==> src/rtl/pixel_word_packer.sv <==
// Packs a raster stream of RGB565 pixels into 128-bit words of eight lanes and
// queues them in a first-word-fall-through FIFO with frame bookkeeping.
module pixel_word_packer #(
    parameter int unsigned FIFO_DEPTH = 16,
    parameter int unsigned H_PIXELS   = 320
) (
    input  logic         clk,
    input  logic         rst,
    input  logic [8:0]   h_count,
    input  logic [7:0]   v_count,
    input  logic         valid,
    input  logic         last,
    input  logic [15:0]  data,
    output logic [127:0] word_data,
    output logic [12:0]  word_addr,
    output logic         word_valid,
    input  logic         word_ready,
    output logic         word_last,
    output logic         frame_done,
    output logic         overflow,
    output logic         partial
);

    localparam int unsigned WordsPerRow = H_PIXELS / 8;
    localparam int unsigned PtrW        = $clog2(FIFO_DEPTH);
    localparam logic [PtrW:0] FullCount = (PtrW + 1)'(FIFO_DEPTH);

    typedef struct packed {
        logic [127:0] data;
        logic [12:0]  addr;
        logic         last;
    } word_t;

    typedef enum logic [1:0] {StIdle, StPacking, StDrain} state_e;

    state_e       state_q, state_d;
    logic [127:0] asm_data_q, asm_data_d;
    logic [7:0]   mask_q, mask_d;
    logic [12:0]  addr_q, addr_d;
    word_t        stg_q, stg_d, skid_q, skid_d;
    logic         stg_valid_q, stg_valid_d, skid_valid_q, skid_valid_d;
    logic         partial_q, partial_d, overflow_q, overflow_d;

    word_t           mem_q [FIFO_DEPTH];
    logic [PtrW-1:0] wr_ptr_q, rd_ptr_q;
    logic [PtrW:0]   count_q;

    logic [2:0]   lane;
    logic [12:0]  pix_addr, merged_addr;
    logic         disc, flush, eff_last;
    logic [127:0] base_data, merged_data;
    logic [7:0]   base_mask, merged_mask;
    word_t        pend_word, new_word;
    logic         pop, push, fifo_full;

    // Assembly register: merge the current pixel, detect flush and discontinuity.
    always_comb begin
        lane        = h_count[2:0];
        pix_addr    = 13'(v_count) * 13'(WordsPerRow) + 13'(h_count[8:3]);
        disc        = valid && (mask_q != 8'h00) && (pix_addr != addr_q);
        flush       = valid && ((lane == 3'd7) || last);
        eff_last    = last && (state_q != StDrain);
        base_data   = disc ? '0 : asm_data_q;
        base_mask   = disc ? '0 : mask_q;
        merged_data = base_data;
        merged_data[{lane, 4'b0000} +: 16] = data;
        merged_mask = base_mask | (8'd1 << lane);
        merged_addr = (base_mask == 8'h00) ? pix_addr : addr_q;

        pend_word.data = asm_data_q;
        pend_word.addr = addr_q;
        pend_word.last = 1'b0;
        new_word.data  = merged_data;
        new_word.addr  = merged_addr;
        new_word.last  = eff_last;

        asm_data_d = asm_data_q;
        mask_d     = mask_q;
        addr_d     = addr_q;
        if (valid) begin
            if (flush) begin
                asm_data_d = '0;
                mask_d     = '0;
            end else begin
                asm_data_d = merged_data;
                mask_d     = merged_mask;
                addr_d     = merged_addr;
            end
        end

        partial_d = partial_q | (disc && (mask_q != 8'hFF)) | (flush && (merged_mask != 8'hFF));
    end

    // Push stage: skid drains first, then the pending word, then the new word.
    // Two new words only arrive on a discontinuity, which needs a prior
    // non-flushing cycle, so the skid is always empty when both arrive.
    always_comb begin
        stg_valid_d  = 1'b0;
        stg_d        = '0;
        skid_valid_d = 1'b0;
        skid_d       = '0;
        if (skid_valid_q) begin
            stg_valid_d = 1'b1;
            stg_d       = skid_q;
        end
        if (disc) begin
            if (!stg_valid_d) begin
                stg_valid_d = 1'b1;
                stg_d       = pend_word;
            end else begin
                skid_valid_d = 1'b1;
                skid_d       = pend_word;
            end
        end
        if (flush) begin
            if (!stg_valid_d) begin
                stg_valid_d = 1'b1;
                stg_d       = new_word;
            end else begin
                skid_valid_d = 1'b1;
                skid_d       = new_word;
            end
        end
    end

    always_comb begin
        fifo_full  = (count_q == FullCount);
        word_valid = (count_q != '0);
        word_data  = word_valid ? mem_q[rd_ptr_q].data : '0;
        word_addr  = word_valid ? mem_q[rd_ptr_q].addr : '0;
        word_last  = word_valid && mem_q[rd_ptr_q].last;
        pop        = word_valid && word_ready;
        push       = stg_valid_q && (!fifo_full || pop);
        overflow_d = overflow_q | (stg_valid_q && fifo_full && !pop);
        frame_done = pop && word_last;
        overflow   = overflow_q;
        partial    = partial_q;
    end

    always_comb begin
        state_d = state_q;
        unique case (state_q)
            StIdle:    if (valid) state_d = last ? StDrain : StPacking;
            StPacking: if (valid && last) state_d = StDrain;
            StDrain:   if (frame_done) state_d = StIdle;
            default:   state_d = StIdle;
        endcase
    end

    always_ff @(posedge clk) begin
        if (rst) begin
            state_q      <= StIdle;
            asm_data_q   <= '0;
            mask_q       <= '0;
            addr_q       <= '0;
            stg_q        <= '0;
            stg_valid_q  <= 1'b0;
            skid_q       <= '0;
            skid_valid_q <= 1'b0;
            partial_q    <= 1'b0;
            overflow_q   <= 1'b0;
            wr_ptr_q     <= '0;
            rd_ptr_q     <= '0;
            count_q      <= '0;
        end else begin
            state_q      <= state_d;
            asm_data_q   <= asm_data_d;
            mask_q       <= mask_d;
            addr_q       <= addr_d;
            stg_q        <= stg_d;
            stg_valid_q  <= stg_valid_d;
            skid_q       <= skid_d;
            skid_valid_q <= skid_valid_d;
            partial_q    <= partial_d;
            overflow_q   <= overflow_d;
            if (push) wr_ptr_q <= wr_ptr_q + PtrW'(1);
            if (pop)  rd_ptr_q <= rd_ptr_q + PtrW'(1);
            if (push && !pop)      count_q <= count_q + (PtrW + 1)'(1);
            else if (pop && !push) count_q <= count_q - (PtrW + 1)'(1);
        end
    end

    always_ff @(posedge clk) begin
        if (push) mem_q[wr_ptr_q] <= stg_q;
    end

endmodule

==> config.mk <==
export PLATFORM = sky130hd
export DESIGN_NAME = pixel_word_packer
export DESIGN_NICKNAME = d
export VERILOG_FILES = /design/src/rtl/pixel_word_packer.sv
export SDC_FILE = /design/constraint.sdc
export NUM_CORES = 2
export LEC_CHECK = 0
export ABC_AREA = 1
export ABC_CLOCK_PERIOD_IN_PS = 6860
export BUFFER_PORTS_ARGS = -buffer_cell sky130_fd_sc_hd__buf_2
export CAP_MARGIN = 20
export CORE_MARGIN = 4
export CORE_UTILIZATION = 30
export DETAILED_ROUTE_END_ITERATION = 10
export GPL_ROUTABILITY_DRIVEN = 0
export HOLD_SLACK_MARGIN = 0.15
export SLEW_MARGIN = 10
export SYNTH_ARGS = -nofsm -noshare
export SYNTH_HDL_FRONTEND = slang
export SYNTH_SLANG_ARGS = --single-unit
==> constraint.sdc <==
create_clock -name clk -period 6.86 [get_ports clk]
set_input_delay 0.343 -clock clk [delete_from_list [all_inputs] [get_ports clk]]
set_output_delay 0.343 -clock clk [all_outputs]
set_load 0.005 [all_outputs]
== Word level (Yosys, flattened, before mapping) ==
Memory sizes are Yosys's and may differ from the RTL's. A register that Yosys moved wholly into a read port is not among the register bits.
Index checks and enable logic that the tools add are counted.

* Add/sub/neg operators: 6
* Multiplexer cells: 35
* Shift-type cells: 3
* $mul: 1
* Bitwise logic cells: 5
* Reduce and logical (&&, ||, !) cells: 27
* Equal/unequal tests: 11

{| class="wikitable"
|+ Operator list
! kind !! count
|-
| 142-bit two-way mux || 9
|-
| 128-bit two-way mux || 3
|-
| 128-bit bitwise mux || 1
|-
| 16-bit by 9-bit variable shift with 128-bit output (first input constant) || 1
|-
| 16-bit by 9-bit indexed part select with 128-bit output || 1
|-
| 13-bit two-way mux || 2
|-
| 8-bit two-way mux || 2
|-
| 8-bit != test (second input constant) || 2
|-
| 1-bit logical AND || 15
|-
| 13-bit by 6-bit adder with 13-bit output || 1
|-
| 13-bit != test || 1
|-
| 8-bit by 3-bit multiplier with 10-bit output (second input constant) || 1
|-
| 5-bit two-way mux || 2
|-
| 1-bit two-way mux || 9
|-
| 7-bit negator with 9-bit output || 1
|-
| 4-bit by 1-bit adder with 4-bit output (second input constant) || 2
|-
| 8-bit zero test || 1
|-
| 2-bit two-way mux || 4
|-
| 4-bit two-way mux || 2
|-
| 2-bit != test (second input constant) || 4
|-
| 8-bit OR || 1
|-
| 8-bit nonzero test || 1
|-
| 1-bit by 3-bit << shifter with 8-bit output (first input constant) || 1
|-
| 2-bit one-hot mux with 3 select lines || 1
|-
| other kinds (15) || 20
|}

* Logic and storage cells: 106
* Register bits: 452
* Memories: 1
* RAM bits: 2272
* Input bits: 38

{| class="wikitable"
|+ Memories
! memory !! depth !! bits a word !! read ports !! clocked after memory_dff !! wr ports !! RTL line !! text
|-
| mem_q || 16 || 142 || 1 || 1 || 1 || 44 || <nowiki>word_t mem_q [FIFO_DEPTH];</nowiki>
|}

== Depth between registers and ports, before layout ==
* Depth in word-level cells: 9
* Depth in mapped cells: 26

== Worst setup path after synthesis ==
Ideal clock, no wire load.

* Path kind: register to register
* Start: register count_q[1]
* End: memory mem_q[11][0] (netlist name) (enable)
* Period minus slack after synthesis: 7.561 ns
* Stages on the path, launching flop included: 7
* Data required time: 6.214 ns
* Setup time: 0.646 ns
* Path slack: -0.701 ns
* Path buffers: 0
* Arrival time: 6.915 ns
* Cells stage by stage: dfxtp_1 nor4_1 inv_1 nor3_1 nor2_1 nand2_1 nor2_1

* Longest elaborated chain between the ends: 6

{| class="wikitable"
|+ Ends and longest elaborated chain
! item !! RTL line !! text
|-
| start, declared || 46 || <nowiki>logic [PtrW:0] count_q;</nowiki>
|-
| start signal, assigned || 178 || <nowiki>if (push && !pop) count_q <= count_q + (PtrW + 1)'(1);</nowiki>
|-
| start signal, assigned || 179 || <nowiki>else if (pop && !push) count_q <= count_q - (PtrW + 1)'(1);</nowiki>
|-
| 5-bit == test or 5-bit nonzero test (tied branches) || 127, 128 ||
|-
| 1-bit zero test or 1-bit logical AND (tied branches) || 133, 132 ||
|-
| 1-bit logical OR * || 133 || <nowiki>push = stg_valid_q && (!fifo_full || pop);</nowiki>
|-
| 1-bit logical AND * || 133 ||
|-
| named net push || 54 || <nowiki>logic pop, push, fifo_full;</nowiki>
|-
| 1-bit two-way mux * || 184 || <nowiki>if (push) mem_q[wr_ptr_q] <= stg_q;</nowiki>
|-
| 1-bit two-way mux (not written as such) * || 184 ||
|-
| end, declared || 44 ||
|}

Mark *: on every way through the listed nets, which the timed path passes. The rest lies on a longest branch.

==> impl_metrics.env <==
export IMPL_drv_slew=20
export IMPL_synth_avg_cell_area_sq_um=12.1
export IMPL_yosysWarnings=0
export IMPL_chipHeight_microns=605
export IMPL_clk_pin_slew_worst_paths_ns=0.06
export IMPL_maxSlewHeadroom=-0.00462
export IMPL_post_cts_buffers=0
export IMPL_ff_latch_area_sq_mm=0.0774
export IMPL_worstHoldPathType="in2reg"
export IMPL_post_place_ws_ns=1.52
export IMPL_root_buffer="clkbuf_16"
export IMPL_power_density_mw_per_mm2=340
export IMPL_drt_initial_drc_count=8522
export IMPL_ys_top_cells_by_area="edfxtp_1 64%, dfxtp_1 8.5%, o21ai_0 5.7%"
export IMPL_setup_worst_path_end_class="output port"
export IMPL_utilization=0.342
export IMPL_synth_fa_ha_area_frac=0.00407
export IMPL_status="finished, violations left"
export IMPL_area_growth_syn_to_layout_pct=13.4
export IMPL_synth_main_ff_cell="edfxtp_1"
export IMPL_cts_sinks=2728
export IMPL_p_sw_frac=0.308
export IMPL_fin_setup_tns_ns=0
export IMPL_p_sw_mw=12.7
export IMPL_path_class="reg2out"
export IMPL_fin_crit_ns=5.13
export IMPL_start_util=0.301
export IMPL_io_pins=184
export IMPL_fp_coreArea_sq_mm=0.355
export IMPL_final_setup_worst_slack_ns=1.73
export IMPL_post_drt_wl_per_cell_microns=23.9
export IMPL_hold_ws_ns=0.206
export IMPL_routed_wl_mm=328
export IMPL_synth_top_area_cell="edfxtp_1"
export IMPL_clock_fmax_ghz=0.195
export IMPL_synth_seq_cells=2728
export IMPL_first_pass_iters=6
export IMPL_cts_tree="built"
export IMPL_h_tree_depth=5
export IMPL_row_count=219
export IMPL_wl_met3_mm=27.2
export IMPL_dieArea_sq_mm=0.366
export IMPL_synth_compound_area_frac=0.145
export IMPL_cts_buffers=270
export IMPL_synth_simple_area_share=0.0970
export IMPL_finalHoldViolCount=0
export IMPL_route_detailed_drc=0
export IMPL_syn_nets=8891
export IMPL_grt_overflow_total=0
export IMPL_dp_hpwl_mm=166
export IMPL_seqPwrFrac=0.439
export IMPL_total_power_mw=41.2
export IMPL_routed_via_count=74265
export IMPL_reg2reg_depth=18
export IMPL_layout_commonest_cell="edfxtp_1"
export IMPL_multi_input_area_sq_mm=0.0266
export IMPL_cts_buffer_depth=4
export IMPL_yosys_cell_types_count=41
export IMPL_wl_met1_mm=135
export IMPL_fin_crit_sh=0.749
export IMPL_cp_data_required_time_ns=6.52
export IMPL_top_layer="met5"
export IMPL_critPathArrivalTime_ns=4.79
export IMPL_critPathLaunchType="flop"
export IMPL_grt_pass1_wl_mm=476
export IMPL_synthXorXnorAreaFrac=0.000702
export IMPL_violations="slew limit"
export IMPL_wl_met2_mm=155
export IMPL_antenna_found_initial=23
export IMPL_leakage_nw=37.8
export IMPL_yosysTopAreaCellShare=0.638
export IMPL_grt_max_degree=261
export IMPL_comb_power_share=0.210
export IMPL_seq_area_frac_synth=0.723
export IMPL_die_x_microns=605
export IMPL_detail_route_antenna_nets=0
export IMPL_setup_violations=0
export IMPL_peakVddDrop_mv=0.263
export IMPL_cts_resized_gates=0
export IMPL_internal_power_mw=28.5
export IMPL_rsz0062_at_grt="false"
export IMPL_finalClockSkew_ns=0.0745
export IMPL_synth_edf_count=2272
export IMPL_finalNetCount=8788
export IMPL_synth_cells=8820
export IMPL_maxCapViolCount=0
export IMPL_async_reset_ff_frac=0
export IMPL_fill_cells=34238
export IMPL_grt_pass1_vias=72499
export IMPL_viasPerCell=5.43
export IMPL_worstMarginPinSlew_ns=1.51
export IMPL_path_max_fanout=196
export IMPL_gr_usage_all_layers=0.170
export IMPL_port_buffers=183
export IMPL_synthMuxAreaShare=0
export IMPL_drive_above_1_share=0.0805
export IMPL_min_path_cells=6
export IMPL_final_cell_mix="2272 x edfxtp_1, 1209 x o21ai_0, 1183 x nor2_1"
export IMPL_clk_latency_ns=0.86
export IMPL_synth_top_family_by_area="compound AO/OA/AOI/OAI gates"
export IMPL_clock_power_share=0.351
export IMPL_syn_area_sq_mm=0.107
## state kept, by name, summed over array words and instances (netlist names), named ones only
signal,flops
stg_valid_q,1
rd_ptr_q,4
mem_q,2272
mask_q,8
overflow,1
stg_q,142
addr_q,13
count_q,5
asm_data_q,128
partial,1
state_q,2
skid_q,142
skid_valid_q,1
wr_ptr_q,4
## worst paths after layout
check,startpoint,endpoint,slack (ns)
min reg2reg,skid_q[83],stg_q[83],0.44
max,flop,word_data[50],1.73
max reg2reg,addr_q[0],stg_q[111],2.72
min,h_count[0],mask_q[3],0.21
## layout make-up
type,instances,share of cell area
inverters,107,0.00364
clock buffers,372,0.0618
flip-flops and latches,2728,0.637
clock inverters,110,0.00848
diodes,7,0.000144
multi-input cells,5285,0.219
repair buffers,325,0.0205
well taps,4751,0.0490
## metrics by stage
step,area [sq um],cells
floorplan,107000,8820
detailed placement,113000,13180
CTS,121000,13675
finish,121000,13685
global route,121000,13680
global placement,113000,13178
## power by group through the flow
| stage | clock network, mW | registers [mW] | logic, mW |
|---|---|---|---|
| after floorplan | 0 | 18.3 | 4.96 |
| after global placement | 0 | 18.4 | 8.50 |
| after detailed placement | 0 | 18.5 | 8.74 |
| after CTS | 14.7 | 18.1 | 8.78 |
| after global routing | 15.4 | 18.1 | 9.51 |
| final | 14.5 | 18.1 | 8.67 |
## metal layers
layer | GRT usage | vias up
li1 | - | 32518
met1 | 0.228 | 37586
met2 | 0.282 | 3545
met3 | 0.0264 | 612
met4 | 0.0571 | 4
met5 | 0 | -
## synthesized netlist by cell type, drive strengths merged (9+ instances only)
cell type,n
a21oi,447
edfxtp,2272
nand3,405
nand4,9
clkbuf,591
inv,106
ha,30
o22ai,175
o211ai,176
nor2,1204
nand2,975
o21ai,1298
o221ai,393
a31oi,142
dfxtp,456
nor3,9
buf,109
## logic make-up (layout without fill, tap and decap cells)
logic type,count (synthesis),in the layout
other,0,7
xor gates and xnor gates,7,7
adders and majority gates,33,33
DFF,2728,2728
AOI/OAI and AO/OA,2639,2639
and+or+nand+nor,2606,2606
buffers and inverters,807,914
## worst max-delay path: stages, from the launching register on
cell	delay [ns]
dfxtp_4	0.94
buf_12	0.46
buf_4	0.94
o21ai_0	0.25
o221ai_1	0.29
nand3_1	0.10
a21oi_1	0.36
buf_2	0.19
## what timing repair did
| item | CTS | global route |
|---|---|---|
| setup endpoints to repair | 0 | 0 |
| hold endpoints to repair | 142 | 0 |
| hold buffers | 13 | 0 |
No activity file was read; power rests on OpenSTA's default activity.
